### src/rtl/demux_stream_scheduler_pkg.sv
// demux_stream_scheduler_pkg: shared state encoding and destination sizing for the demux scheduler
package demux_stream_scheduler_pkg;
    typedef enum logic {ST_IDLE, ST_ROUTE} state_t;
    localparam int NUM_DEST = 4;
    localparam int DEST_W = 2;
endpackage

### src/rtl/demux_stream_scheduler_rr_pick4.sv
// rr_pick4: first set bit of a 4-bit mask, scanning upward from ptr with wraparound
module rr_pick4
    import demux_stream_scheduler_pkg::*;
(
    input  logic [NUM_DEST-1:0] mask,
    input  logic [DEST_W-1:0]   ptr,
    output logic                found,
    output logic [DEST_W-1:0]   idx
);
    logic [DEST_W-1:0] k;
    // Scan farthest-first so the closest set bit to ptr is written last.
    always_comb begin
        found = |mask;
        idx = ptr;
        k = '0;
        for (int i = NUM_DEST - 1; i >= 0; i--) begin
            k = ptr + DEST_W'(i);
            if (mask[k]) idx = k;
        end
    end
endmodule

### src/rtl/demux_stream_scheduler.sv
// demux_stream_scheduler: packet-locked 1-to-4 stream steering with a one-entry output buffer
module demux_stream_scheduler
    import demux_stream_scheduler_pkg::*;
#(
    parameter int DATA_W = 8,
    parameter int PKT_LEN = 4
) (
    input  logic                clk,
    input  logic                reset,
    input  logic                in_valid,
    output logic                in_ready,
    input  logic [DATA_W-1:0]   in_data,
    input  logic [DEST_W-1:0]   in_dest,
    input  logic                mode_rr,
    input  logic [NUM_DEST-1:0] dest_en,
    output logic [DATA_W-1:0]   out_data,
    output logic [NUM_DEST-1:0] out_valid,
    output logic                out_last,
    input  logic [NUM_DEST-1:0] out_ready,
    output logic                busy,
    output logic [DEST_W-1:0]   cur_dest,
    output logic                pkt_done
);
    localparam int CNT_W = PKT_LEN > 1 ? $clog2(PKT_LEN) : 1;
    state_t state, state_nx;
    logic [DEST_W-1:0] rr_ptr, rr_idx, buf_dest, cand;
    logic [CNT_W-1:0] beat_cnt;
    logic rr_found, cand_ok, start, accept, drain, last_beat, buf_full;
    rr_pick4 u_pick (
        .mask (dest_en),
        .ptr  (rr_ptr),
        .found(rr_found),
        .idx  (rr_idx)
    );
    always_comb begin
        cand = mode_rr ? rr_idx : in_dest;
        cand_ok = mode_rr ? rr_found : dest_en[in_dest];
        start = state == ST_IDLE && in_valid && cand_ok;
        last_beat = beat_cnt == CNT_W'(PKT_LEN - 1);
        busy = state == ST_ROUTE;
        drain = buf_full && out_ready[buf_dest];
        in_ready = busy && (!buf_full || out_ready[buf_dest]);
        accept = in_valid && in_ready;
        pkt_done = accept && last_beat;
        out_valid = buf_full ? NUM_DEST'(1) << buf_dest : '0;
        state_nx = start ? ST_ROUTE : pkt_done ? ST_IDLE : state;
    end
    always_ff @(posedge clk or posedge reset) begin
        if (reset) begin
            state <= ST_IDLE;
            rr_ptr <= '0;
            beat_cnt <= '0;
            cur_dest <= '0;
            buf_full <= 1'b0;
            buf_dest <= '0;
            out_data <= '0;
            out_last <= 1'b0;
        end else begin
            state <= state_nx;
            if (start) begin
                cur_dest <= cand;
                beat_cnt <= '0;
            end
            // Buffer keeps its own destination so a pending last beat survives the next packet's selection.
            if (accept) begin
                buf_full <= 1'b1;
                buf_dest <= cur_dest;
                out_data <= in_data;
                out_last <= last_beat;
                beat_cnt <= last_beat ? '0 : beat_cnt + 1'b1;
            end else if (drain) begin
                buf_full <= 1'b0;
            end
            if (pkt_done) rr_ptr <= cur_dest + 1'b1;
        end
    end
endmodule

### config.mk
export PLATFORM = sky130hd
export DESIGN_NAME = demux_stream_scheduler
export DESIGN_NICKNAME = d
export VERILOG_FILES = /design/src/rtl/demux_stream_scheduler_pkg.sv /design/src/rtl/demux_stream_scheduler_rr_pick4.sv /design/src/rtl/demux_stream_scheduler.sv
export SDC_FILE = /design/constraint.sdc
export NUM_CORES = 1
export LEC_CHECK = 0
export BUFFER_PORTS_ARGS = -buffer_cell sky130_fd_sc_hd__buf_2
export CORE_MARGIN = 3
export CORE_UTILIZATION = 50
export DETAILED_ROUTE_END_ITERATION = 8
export HOLD_SLACK_MARGIN = 0.02
export PLACE_DENSITY = 0.91
export REMOVE_ABC_BUFFERS = 1
export SLEW_MARGIN = 20
export SYNTH_ARGS = -nofsm -noshare
export SYNTH_HDL_FRONTEND = slang
export SYNTH_HIERARCHICAL = 1
export SYNTH_SLANG_ARGS = --single-unit
### constraint.sdc
create_clock -name clk -period 2.69 [get_ports clk]
set_input_delay 0.1345 -clock clk [delete_from_list [all_inputs] [get_ports clk]]
set_output_delay 0.1345 -clock clk [all_outputs]
set_load 0.005 [all_outputs]
==> flow_metrics.env <==
export IMPL_sw_frac_of_total_pct=34.9
export IMPL_drt_total_wl_um=2100
export IMPL_gr_total_overflow=0
export IMPL_period_share_pct=79.2
export IMPL_io_pins=40
export IMPL_avgSynthCellArea_sq_um=12.2
export IMPL_cts_root_buf="clkbuf_4"
export IMPL_drv_slew=0
export IMPL_ir_worst_vdd_mv=0.509
export IMPL_syn_area_sq_mm=0.00100
export IMPL_finClkSkew_ns=0.00397
export IMPL_cts_sinks=19
export IMPL_critPathLaunchType="flop"
export IMPL_die_x_um=50.7
export IMPL_coreArea_sq_mm=0.00180
export IMPL_wl_met1_um=875
export IMPL_slowest_delay_ns=0.57
export IMPL_clkPwrFrac_pct=10.9
export IMPL_setup_violations=0
export IMPL_n_antenna_cell=0
export IMPL_ys_seq_area_share_pct=47.5
export IMPL_vias=799
export IMPL_yosys_warnings=6
export IMPL_drtIter0Drc=11
export IMPL_worstPathCellList="mux4_2 -> o2111ai_1 -> inv_1 -> buf_2"
export IMPL_worstHoldPathType="in -> reg"
export IMPL_max_freq_mhz=469
export IMPL_max_cap_violations=0
export IMPL_grt_pass1_vias=755
export IMPL_std_cell_rows=15
export IMPL_worst_pin_slew_ns=0.683
export IMPL_nFillCells=141
export IMPL_final_nets=149
export IMPL_hold_viol=0
export IMPL_final_cell_mix="39 x buf_2, 19 x dfrtp_1, 10 x nand2_1, 9 x mux2_2"
export IMPL_cts_tree="yes"
export IMPL_drc=0
export IMPL_clk_pin_slew_worst_paths_ns=0.10
export IMPL_crit_family="multiplexers"
export IMPL_globalplace_congestion=0.745
export IMPL_post_drt_via_cell_ratio=5.33
export IMPL_p_switching_mw=0.436
export IMPL_grt_max_degree=20
export IMPL_synth_seq_cells=19
export IMPL_synthCells=82
export IMPL_grt_pass1_wl_um=3510
export IMPL_start_util_pct=55.6
export IMPL_async_flop_share_pct=100
export IMPL_dpl_hpwl_um=1700
export IMPL_sequentialPowerShare_pct=44.4
export IMPL_drt_pass1_iter_count=4
export IMPL_max_slew_margin_pct=54.4
export IMPL_end_kind="output port"
export IMPL_dr_wl_met2_um=1050
export IMPL_grt_antenna_before_repair=0
export IMPL_critical_path_buf_inv_count=2
export IMPL_post_cts_setup_buffer_count=0
export IMPL_fp_dieH_um=50.7
export IMPL_p_per_area_mw_per_mm2=998
export IMPL_arrival_ns=2.00
export IMPL_portBuffers=39
export IMPL_setup_tns_ns=0
export IMPL_antenna_left=0
export IMPL_cts_buffers=3
export IMPL_cp_required_ns=2.56
export IMPL_htreeDepth=1
export IMPL_combPwrFrac_pct=44.7
export IMPL_layout_drive_gt1_share_pct=50.4
export IMPL_fin_hold_ws_ns=0.0697
export IMPL_fp_dieArea_sq_mm=0.00257
export IMPL_grtUsageTotal_pct=18.3
export IMPL_outcome="finished, final reports clean"
export IMPL_clockBufferDepth=2
export IMPL_period_minus_slack_ns=2.13
export IMPL_rsz0062_at_grt="false"
export IMPL_ys_types=31
export IMPL_ys_flop_type="dfrtp_1"
export IMPL_top_layer="met4"
export IMPL_wl_met3_um=118
export IMPL_synth_edf_count=0
export IMPL_mostFrequentLayoutCell="buf_2"
export IMPL_area_growth_pct=24.8
export IMPL_critPathKind="reg -> out"
export IMPL_clkLatencyLatePin_ns=0.29
export IMPL_p_leak_nw=0.653
export IMPL_p_int_mw=0.811
export IMPL_wl_per_cell_um=14.0
export IMPL_crit_fanout=7
export IMPL_slowest_stage="mux4_2"
==> worst reg2reg max path: stages, from the launching register on <==
cell,delay (ns)
dfrtp_1,0.44
mux4_2,0.57
o211ai_4,0.50
mux2_2,0.40
==> worst paths after layout <==
kind / start / end / slack [ns] / cells past startpoint
min reg2reg: out_data[4] / out_data[4] / 0.51 / 1
max in group asynchronous: reset / busy / 1.76 / 3
min: in_data[5] / out_data[5] / 0.07 / 2
min in group asynchronous: reset / out_data[2] / 0.49 / 3
max: buf_dest[0] / pkt_done / 0.56 / 4
max reg2reg: buf_dest[0] / buf_dest[0] / 0.67 / 3
==> state kept, by name (all words and copies together) (netlist names) <==
signal	count
out_data	8
beat_cnt	2
buf_dest	2
cur_dest	2
rr_ptr	2
buf_full	1
busy	1
out_last	1
==> synthesized netlist by cell type (2+ instances only) <==
master	instances	share of area, %
and2b_2	2	1.8
dfrtp_1	19	48
inv_1	5	1.9
mux2_2	9	10
mux2_4	5	7.5
mux4_2	2	4.5
nand2_1	10	3.8
nor2_1	3	1.1
nor3_1	2	1.0
o21ai_0	4	2.0
==> area by class of cell <==
class / instances / area [sq um] / area share [%]
timing repair buffer: 40 / 205 / 16.4
inverter: 5 / 18.8 / 1.50
sequential: 19 / 475 / 38.1
clock buffer: 4 / 26.3 / 2.10
tap: 25 / 31.3 / 2.51
multi-input combinational: 57 / 492 / 39.4
==> routing by layer <==
metal	vias to the layer above	track usage (%)
li1	380	-
met1	382	23.9
met2	31	29.3
met3	6	2.67
met4	0	9.42
met5	-	0
==> metrics by stage <==
stage	instances	util [%]	total power, mW	setup slack [ns]	instance area (sq um)
6_report	150	69.3	1.25	0.559	1250
5_1_grt	150	69.3	1.35	0.301	1250
4_1_cts	150	69.3	1.26	0.541	1250
3_5_place_dp	145	67.3	1.12	0.669	1210
3_3_place_gp	145	67.3	1.08	0.739	1210
2_1_floorplan	81	-	0.899	0.825	986
==> power by group through the flow <==
stage               combinational [mW]  sequential, mW  clock [mW]
detailed placement               0.560           0.559           0
finish                           0.557           0.553       0.136
floorplan                        0.359           0.540           0
CTS                              0.565           0.554       0.139
global route                     0.617           0.576       0.156
global placement                 0.532           0.545           0
==> kinds of logic (layout without fill, tap and decap cells) <==
| family | count (synthesis) | in the layout | synth area share, % |
|---|---|---|---|
| compound gates | 12 | 12 | 9.38 |
| flops | 19 | 19 | 47.5 |
| simple gates | 26 | 26 | 14.5 |
| buf+inv | 6 | 49 | 3.37 |
| mux | 17 | 17 | 23.1 |
| fa+ha+maj | 1 | 1 | 1.25 |
| xor+xnor | 1 | 1 | 0.875 |
==> timing repair <==
| item | 4_1_cts | 5_1_grt |
|---|---|---|
| hold buffers | 1 | 0 |
| endpoints found under the hold margin | 19 | 0 |
| gates resized for setup | 0 | 0 |
| setup endpoints to repair | 0 | 0 |
Note: power is estimated with default switching activity, not from simulation.
